`config.mk`:
```
export PLATFORM = sky130hd
export DESIGN_NAME = imm_gen_pipe
export DESIGN_NICKNAME = d
export VERILOG_FILES = /design/src/rtl/rv_imm_pkg.sv /design/src/rtl/rv_skid_buf.sv /design/src/rtl/imm_gen_pipe.sv
export SDC_FILE = /design/constraint.sdc
export NUM_CORES = 1
export LEC_CHECK = 0
export CORE_MARGIN = 5
export CORE_UTILIZATION = 40
export CTS_CLUSTER_SIZE = 8
export DETAILED_ROUTE_END_ITERATION = 6
export PLACE_DENSITY = 0.75
export SLEW_MARGIN = 20
export SYNTH_ARGS = -nofsm -noshare
export SYNTH_HDL_FRONTEND = slang
export SYNTH_HIERARCHICAL = 1
export SYNTH_SLANG_ARGS = --single-unit
```
`constraint.sdc`:
```
create_clock -name clk -period 2.81 [get_ports clk]
set_clock_uncertainty 0.15 [all_clocks]
set_input_delay 0.281 -clock clk [delete_from_list [all_inputs] [get_ports clk]]
set_output_delay 0.281 -clock clk [all_outputs]
set_load 0.02 [all_outputs]
```
`src/rtl/rv_imm_pkg.sv`:
```
// Shared immediate-format codes and the RV immediate decode function.
// Used by the pipelined extender and by any model that needs the same decode.
package rv_imm_pkg;

    localparam logic [2:0] IMM_I   = 3'b000;
    localparam logic [2:0] IMM_S   = 3'b001;
    localparam logic [2:0] IMM_B   = 3'b010;
    localparam logic [2:0] IMM_J   = 3'b011;
    localparam logic [2:0] IMM_U   = 3'b100;
    localparam logic [2:0] IMM_Z   = 3'b101;
    localparam logic [2:0] IMM_SH  = 3'b110;
    localparam logic [2:0] IMM_RSV = 3'b111;

    // Decoded result: always 64 bits wide, callers keep the low XLEN bits.
    typedef struct packed {
        logic        err;
        logic [63:0] imm;
    } imm_res_t;

    // instr holds ISA bits [31:7], so ISA bit b lives at instr[b-7].
    function automatic imm_res_t imm_decode(input logic [24:0] instr,
                                            input logic [2:0]  immsrc,
                                            input int          xlen);
        imm_res_t r;
        logic     s;
        s     = instr[24];
        r.err = 1'b0;
        r.imm = '0;
        case (immsrc)
            IMM_I:   r.imm = {{52{s}}, instr[24:13]};
            IMM_S:   r.imm = {{52{s}}, instr[24:18], instr[4:0]};
            IMM_B:   r.imm = {{52{s}}, instr[0], instr[23:18], instr[4:1], 1'b0};
            IMM_J:   r.imm = {{44{s}}, instr[12:5], instr[13], instr[23:14], 1'b0};
            IMM_U:   r.imm = {{32{s}}, instr[24:5], 12'b0};
            IMM_Z:   r.imm = {59'b0, instr[12:8]};
            IMM_SH:  r.imm = (xlen == 64) ? {58'b0, instr[18:13]} : {59'b0, instr[17:13]};
            default: r.err = 1'b1;   // reserved code: zero immediate, flag it
        endcase
        return r;
    endfunction

endpackage

```
`src/rtl/rv_skid_buf.sv`:
```
// Generic 2-entry valid/ready skid buffer: a main output register plus one
// skid register, strict FIFO order, in_ready driven straight from a flop.
//
// Handshake: a beat transfers on a side when valid && ready are both high at
// the rising edge. The source holds valid and data stable until accepted;
// this block holds out_valid/out_data stable while out_valid && !out_ready.
module rv_skid_buf #(
    parameter int W = 8
) (
    input  logic         clk,
    input  logic         rst_n,
    input  logic         in_valid,
    output logic         in_ready,
    input  logic [W-1:0] in_data,
    output logic         out_valid,
    input  logic         out_ready,
    output logic [W-1:0] out_data
);

    logic         main_valid;
    logic [W-1:0] main_data;
    logic         skid_valid;
    logic [W-1:0] skid_data;
    logic         in_fire;
    logic         main_free;

    // Ready only depends on skid occupancy, never on out_ready this cycle.
    assign in_ready  = !skid_valid;
    assign in_fire   = in_valid && !skid_valid;
    assign main_free = !main_valid || out_ready;
    assign out_valid = main_valid;
    assign out_data  = main_data;

    // Main reloads from skid first (older entry), else from the input; the
    // skid only captures when the main register is stalled.
    always_ff @(posedge clk or negedge rst_n) begin
        if (!rst_n) begin
            main_valid <= 1'b0;
            main_data  <= '0;
            skid_valid <= 1'b0;
            skid_data  <= '0;
        end else if (main_free) begin
            main_valid <= skid_valid || in_fire;
            if (skid_valid) begin
                main_data  <= skid_data;
                skid_valid <= 1'b0;
            end else if (in_fire) begin
                main_data <= in_data;
            end
        end else if (in_fire) begin
            skid_valid <= 1'b1;
            skid_data  <= in_data;
        end
    end

endmodule

```
`src/rtl/imm_gen_pipe.sv`:
```
// Pipelined RV immediate extender: combinational decode into a 2-entry skid
// buffer, one cycle latency, full throughput, reserved selectors flagged.
module imm_gen_pipe
    import rv_imm_pkg::*;
#(
    parameter int XLEN  = 32,
    parameter int TAG_W = 5
) (
    input  logic             clk,
    input  logic             rst_n,
    input  logic             in_valid,
    output logic             in_ready,
    input  logic [24:0]      instr,
    input  logic [2:0]       immsrc,
    input  logic [TAG_W-1:0] in_tag,
    output logic             out_valid,
    input  logic             out_ready,
    output logic [XLEN-1:0]  immext,
    output logic [TAG_W-1:0] out_tag,
    output logic             imm_err
);

    localparam int W = XLEN + TAG_W + 1;

    generate
        if (XLEN != 32 && XLEN != 64) begin : g_bad_xlen
            $error("imm_gen_pipe: XLEN must be 32 or 64");
        end
    endgenerate

    imm_res_t     dec;
    logic [W-1:0] in_data;
    logic [W-1:0] out_data;

    // Decode ahead of the registers so stored entries are final results.
    always_comb begin
        dec = imm_decode(instr, immsrc, XLEN);
    end

    generate
        if (XLEN < 64) begin : g_trim
            // Upper decode bits are only sign copies when XLEN is 32.
            logic unused_hi;
            assign unused_hi = ^dec.imm[63:XLEN];
        end
    endgenerate

    assign in_data = {dec.err, in_tag, dec.imm[XLEN-1:0]};
    assign {imm_err, out_tag, immext} = out_data;

    rv_skid_buf #(.W(W)) u_skid (
        .clk       (clk),
        .rst_n     (rst_n),
        .in_valid  (in_valid),
        .in_ready  (in_ready),
        .in_data   (in_data),
        .out_valid (out_valid),
        .out_ready (out_ready),
        .out_data  (out_data)
    );

endmodule

```
# After elaboration in Yosys (flattened, before gate mapping)
# Index checks and enable logic that the tools add are counted.
totals:
  reg_bits: 78
  wordCells: 28
  out_inout_bits: 40
  input_bits: 37
op_classes:
  eq_ne: 6
  bitwise_logic: 1
  muxes: 6
  n_reduce_logical: 11
ops:
  columns: ["op", "count"]
  rows:
  - ["$pmux W32 S7", 1]
  - ["$mux W38", 2]
  - ["$eq A3 B3 Y1 const B", 3]
  - ["$reduce_or A7 Y1", 1]
  - ["$eq A3 B2 Y1 const B", 2]
  - ["$reduce_and A2 Y1", 2]
  - ["$reduce_bool A2 Y1", 2]
  - ["$eq A3 B1 Y1 const B", 1]
  - ["$logic_not A3 Y1", 1]
  - ["$mux W1", 3]
  - ["$logic_not A1 Y1", 2]
  - ["$logic_or A1 B1 Y1", 2]
  - ["$logic_and A1 B1 Y1", 1]
  - ["$not A1 Y1", 1]

# Depth between registers and ports, before layout
# Gate-level depths: netlist of the first run.
logic_depth:
  ltp_word: 5
  ltp_mapped: 7
  mapped_depth_nobuf: 5

# Cells and area by module
# The synthesis of the first run kept the hierarchy.
modules_own_cells:
  columns: ["module", "area_each_um2", "seq_area_each_um2", "instances", "cells_per_inst"]
  rows:
  - ["rv_skid_buf", 3462.1, 1951.9, 1, 211]
  - ["imm_gen_pipe", 589.3, 0.0, 1, 82]

# Worst setup path before layout of the first run
# OpenSTA, ideal clock, no wires.
synth_path:
  path_type: "input port to flip-flop"
  from: "input immsrc[0]"
  to: "register u_skid.main_data[0], in the netlist u_skid/out_data[0]"
  t_arrival_ns: 1.469
  slack_ns: 1.063
  setup_time_ns: 0.128
  path_stages: 6
  cell_sequence: "buf_6 > and2b_1 > a22o_1 > a21o_1 > mux2_2 > mux2_1"
synth_rtl:
  columns: ["element", "line", "rtl"]
  rows:
  - ["start: declaration", "imm_gen_pipe.sv:14", "input logic [2:0] immsrc,"]
  - ["end signal: assignment", "rv_skid_buf.sv:45", "main_data <= skid_data;"]
  - ["end signal: assignment", "rv_skid_buf.sv:48", "main_data <= in_data;"]
  - ["end: declaration", "rv_skid_buf.sv:21", "logic [W-1:0] main_data;"]

# Worst setup path in the final report of the first run
layout_path:
  from: "register u_skid.skid_valid"
  to: "output in_ready"
layout_between:
  elab_chain_cells: 1
layout_rtl:
  columns: ["element", "line", "rtl"]
  rows:
  - ["start: declaration", "rv_skid_buf.sv:22", "logic skid_valid;"]
  - ["start signal: assignment", "rv_skid_buf.sv:40", "skid_valid <= 1'b0;"]
  - ["start signal: assignment", "rv_skid_buf.sv:46", "skid_valid <= 1'b0;"]
  - ["start signal: assignment", "rv_skid_buf.sv:51", "skid_valid <= 1'b1;"]
  - ["$logic_not A1 Y1", "rv_skid_buf.sv:28", "assign in_ready = !skid_valid;"]
  - ["end: declaration", "imm_gen_pipe.sv:12", "output logic in_ready,"]
# Every way passes these cells.

==> impl_metrics.ini, run 1 <==
[layout]
layout_common_cells = dfrtp_1 (77), clkdlybuf4s50_1 (75), mux2_2 (60), mux2_1 (37), mux2_4 (18)
synthToLayoutAreaGrowth_pct = 26.2
final_common_cell = dfrtp_1
antenna_cells = 0
fin_nets = 404
stdcell_count = 505
drive_above_1_share = 0.293
fin_util = 0.521

[die]
start_util = 0.413
die_area_mm2 = 0.0122
fp.dieH_um = 111
die_w_um = 111
num_rows = 36
core_mm2 = 0.00982
io_pins = 77

[synthesis]
ys_async_sr_fraction = 1.00
synth_flop_cell = dfrtp_1
synth_cells = 293
yosysWarnings = 6
synth_cell_types = 30
synth-edff-count = 0
synth_seq_cells = 78
avgSynthCellArea_um2 = 13.8
yosysSeqAreaShare = 0.482
syn_nets = 330
synth_area_mm2 = 0.00405

[clock_network]
worstSkewPairLatency_ns = 0.35
ctsResizeCount = 0
tritoncts = yes
path_clk_slew_ns = 0.08
clockBufferDepth = 2
clock_sinks = 78
numCtsBuffers = 9
post_cts_buffers = 0
clockRootBuffer = clkbuf_8
cts_htree_levels = 3

[critical_path]
crit_required_ns = 2.38
start_kind = register
worst-setup-path-type = reg -> out
arrival_ns = 2.03
crit_fanout = 32
crit_path_end_kind = output pin

[detailed_routing]
vias = 2595
wirelength_mm = 8.84
wl_per_cell_um = 17.5
ant_nets = 0
drt_first_pass_iters = 4
first_iter_violations = 97
avgViaCountPerCell = 5.14
drc = 0

[grt]
grt_overflow = 0
grt_max_degree = 41
grt_use_total = 0.148
grt_pass1_vias = 2795
antenna_found_initial = 0
grt_pass1_wl_mm = 14.7

[sta]
fmax_mhz = 406
tns_ns = 0
rsz0062_at_grt = no
period_share = 0.877
drv_slew = 0
fin_crit_ns = 2.46
relSlewSlack = 0.507
setup_slack_ns = 0.345
final-setup-viol-count = 0
finalHoldViolations = 0
tightest_slew_ns = 0.739

[placement]
place_congestion = 0.790
dpl.hpwl_mm = 6.19
preCtsSetupSlack_ns = 0.265
dp_cells = 488
io_buffers = 76

[run]
maxCapViolCount = 0

[worst_hold_path]
hp-class = in -> async

[power]
power-per-cell-area_mw_per_mm2 = 664
ir_drop_mv = 0.283
p_leak_nw = 2.30

[outcome]
status = complete, no violations
==> cells by family (layout without fill, tap and decap cells) <==
logic type / Yosys count / after routing / share of synthesized area
and+or+nand+nor: 24 / 24 / 0.0426
muxes: 124 / 124 / 0.359
AOI/OAI and AO/OA: 42 / 42 / 0.0664
DFF: 78 / 78 / 0.482
buffers and inverters: 24 / 103 / 0.0439
xor gates and xnor gates: 1 / 1 / 0.00680
==> flip-flops by register name (all words and copies together) (netlist names) <==
register	flops
u_skid/out_data	38
u_skid/out_valid	1
u_skid/skid_data	38
u_skid/skid_valid	1
==> through the flow <==
stage | total power [mW] | area (µm²) | hold slack [ns]
6_report | 3.39 | 5110 | 0.304
3_3_place_gp | 2.54 | 4910 | 0.136
2_1_floorplan | 2.12 | 4050 | -0.165
5_1_grt | 3.58 | 5110 | 0.348
3_5_place_dp | 2.58 | 4910 | 0.145
4_1_cts | 3.44 | 5110 | 0.321
==> cell usage after synthesis, drive strengths merged, types with 2 or more instances <==
library cell	instances	area, µm²
a21o	12	90.1
a21oi	15	75.1
a22o	2	17.5
a22oi	4	30.0
and2	2	12.5
and2b	3	22.5
buf	21	166
clkbuf	2	7.51
dfrtp	78	1950
mux2	115	1360
mux2i	9	90.1
nand2	2	7.51
nor2	3	13.8
nor2b	9	66.3
nor3b	2	25.0
o22ai	7	43.8
==> per-layer routing <==
layer | vias to the layer above | track usage | wire, µm | part of all wire
met4 | 0 | 0.0509 | 106 | 0.012
met1 | 1312 | 0.198 | 4120 | 0.47
met2 | 66 | 0.222 | 4040 | 0.46
met3 | 11 | 0.0547 | 571 | 0.065
met5 | - | 0 | 0 | 0
li1 | 1206 | - | - | -
==> final cells by class <==
type,instances,area [µm²]
Clock inverter,3,45.0
Tap cell,133,166
Inverter,1,3.75
Fill cell,915,4710
Sequential cell,78,1950
Clock buffer,13,149
Multi-Input combinational cell,191,1930
Timing Repair Buffer,86,861
==> critical path: stages (launching register included) <==
cell	delay, ns
dfrtp_2	0.52
buf_4	0.49
inv_1	0.10
clkdlybuf4s50_1	0.56
==> power by group <==
part / internal (mW) / switching, mW
clock network: 0.437 / 0.415
logic: 0.586 / 0.457
registers: 1.37 / 0.125
==> final timing paths <==
kind,from,to,slack [ns],cells past startpoint
max,u_skid/skid_valid,in_ready,0.35,3
min,rst_n,u_skid/out_data[19],0.30,2
max reg2reg,u_skid/skid_valid,u_skid/out_data[16],0.83,3
min reg2reg,u_skid/skid_data[33],u_skid/skid_data[33],0.34,1
max in group asynchronous,rst_n,u_skid/skid_valid,1.60,3
min in group clk,u_skid/skid_data[33],u_skid/skid_data[33],0.34,1
==> timing repair <==
action	in CTS	in global routing
hold buffers	1	0
endpoints found under the hold margin	38	0
setup endpoints to repair	0	0
Note: power is estimated with default switching activity, not from simulation.
==> inputs of run 2 (changes only) <==
==> constraint.sdc (replaced) <==
create_clock -name clk -period 2.81 [get_ports clk]
set_clock_uncertainty 0.15 [all_clocks]
set_input_delay 0.562 -clock clk [delete_from_list [all_inputs] [get_ports clk]]
set_output_delay 0.562 -clock clk [all_outputs]
set_load 0.02 [all_outputs]
==> run 2 against run 1 <==
Against the previous run: combinational power hardly changed; setup slack better by 0.018 ns; register-to-register slack worse by 0.02 ns; count of clock-buffer cells in the layout is 2 lower; sequential power hardly changed; final area is 0.39% higher; via count is 0.31% lower; largest cell class unchanged; global-route usage is 0.28 points higher; sequential cell count stayed put; clock power is 2.8% lower; power is 0.45% lower; fmax is 0.73% higher.
==> impl_metrics.ini, run 2 (synthesis results as in run 1) <==
[run]
maxCapViolCount = 0

[sta]
tns_ns = 0
rsz0062_at_grt = no
tightest_slew_ns = 1.06
fmax_mhz = 409
drv_slew = 0
final-setup-viol-count = 0
fin_crit_ns = 2.45
relSlewSlack = 0.293
period_share = 0.871
finalHoldViolations = 0

[critical_path]
r2r-end = u_skid/out_data[8]
cpMostUsedCell = mux2_2
crit_buf_inv = 2
crit_end = u_skid/out_data[28]
crit_family = simple AND/OR/NAND/NOR gates
crit_required_ns = 2.94
rr_startpoint = u_skid/skid_valid
start_kind = primary input
crit_chain = clkdlybuf4s50_1, nor2b_1, buf_4, a21o_1, mux2_2, mux2_2
crit_fanout = 15
rrSetupSlack_ns = 0.81
crit_path_end_kind = register
path_depth = 6
worst-setup-path-type = in -> reg
arrival_ns = 2.58
ff2ff_path_depth = 3
startpoint = instr[24]
critical-path-max-stage-delay_ns = 0.85
crit_path_top_delay_cell = nor2b_1

[grt]
grt_overflow = 0
grt_pass1_wl_mm = 15.0
antenna_found_initial = 0
grt_use_total = 0.151
grt_max_degree = 41
grt_pass1_vias = 2930

[power]
power_switching_mw = 0.987
internal-power_mw = 2.39
pwr-share-comb = 0.310
power-per-cell-area_mw_per_mm2 = 658
p_clk_frac = 0.245
p_leak_nw = 2.32
sw_frac_of_total = 0.292
ir_drop_mv = 0.315
pwr-share-seq = 0.445

[detailed_routing]
vias = 2587
wirelength_mm = 8.91
avgViaCountPerCell = 5.11
ant_nets = 0
wl_per_cell_um = 17.6
drc = 0
first_iter_violations = 93
drt_first_pass_iters = 4

[clock_network]
post_cts_buffers = 0
cts_htree_levels = 3
cts_hold_buf = 0
ctsResizeCount = 0
clock_sinks = 78
path_clk_slew_ns = 0.08
clockRootBuffer = clkbuf_8
numCtsBuffers = 9
worstSkewPairLatency_ns = 0.34
tritoncts = yes
clockBufferDepth = 2

[die]
num_rows = 36
core_mm2 = 0.00982
fp.dieH_um = 111
start_util = 0.413
io_pins = 77
die_w_um = 111
die_area_mm2 = 0.0122

[outcome]
status = complete, no violations

[layout]
seqCellArea_mm2 = 0.00195
final_common_cell = dfrtp_1
drive_above_1_share = 0.303
fin_nets = 406
multi_input_area_mm2 = 0.00193
antenna_cells = 0
synthToLayoutAreaGrowth_pct = 26.7
layout_common_cells = dfrtp_1 (77), clkdlybuf4s50_1 (75), mux2_2 (60), mux2_1 (37), mux2_4 (18)
fillers = 885
fin_area_mm2 = 0.00513

[placement]
placed_area_mm2 = 0.00494
io_buffers = 76
place_congestion = 0.790
dpl.hpwl_mm = 6.26

[worst_hold_path]
hp-class = in -> async
## run 2: final cells by class
type,count,area share
Clock buffer,11,0.0276
Inverter,1,0.000732
Clock inverter,4,0.00927
Timing Repair Buffer,88,0.173
Sequential cell,78,0.381
Tap cell,133,0.0324
Multi-Input combinational cell,191,0.377
## run 2: worst register-to-register path, stage by stage (launching register included)
cell and delay [ns]:
dfrtp_2 0.53, buf_4 0.51, mux2_2 0.40, mux2_1 0.29
## run 2: power by group through the flow
stage	clock, mW	combinational [mW]	sequential (mW)
6_report	0.828	1.05	1.50
5_1_grt	0.915	1.13	1.54
4_1_cts	0.861	1.07	1.50
3_5_place_dp	0	1.06	1.52
3_3_place_gp	0	1.04	1.51
2_1_floorplan	0	0.471	1.65
## run 2: how the worst min path moves through the flow
stage	start	end	slack [ns]	depth (start not counted)
2_1_floorplan	rst_n	u_skid/out_data[0]	0.12	0
5_1_grt	rst_n	u_skid/out_data[20]	0.07	1
4_1_cts	rst_n	u_skid/out_data[20]	0.04	1
3_5_place_dp	u_skid/out_data[4]	u_skid/out_data[4]	0.32	1
6_report	rst_n	u_skid/out_data[20]	0.04	1
3_3_place_gp	u_skid/skid_data[35]	u_skid/skid_data[35]	0.31	1
## run 2: metal layers
metal,global-route usage,vias up,part of all wire,routed length [µm]
met3,0.0432,15,0.048,425
met2,0.245,59,0.47,4230
met4,0.0599,0,0.019,165
met5,0,-,0,0
li1,-,1205,-,-
met1,0.190,1308,0.46,4090
## run 2: stage by stage
step / utilization / cells / setup slack (ns) / hold slack [ns] / total power, mW
after global routing: 0.523 / 506 / 0.302 / 0.0658 / 3.58
after floorplan: - / 293 / 0.782 / 0.116 / 2.12
after CTS: 0.523 / 506 / 0.375 / 0.0423 / 3.43
after global placement: 0.503 / 491 / 0.0985 / 0.311 / 2.55
final: 0.523 / 506 / 0.363 / 0.0378 / 3.38
after detailed placement: 0.503 / 491 / 0.00258 / 0.324 / 2.59
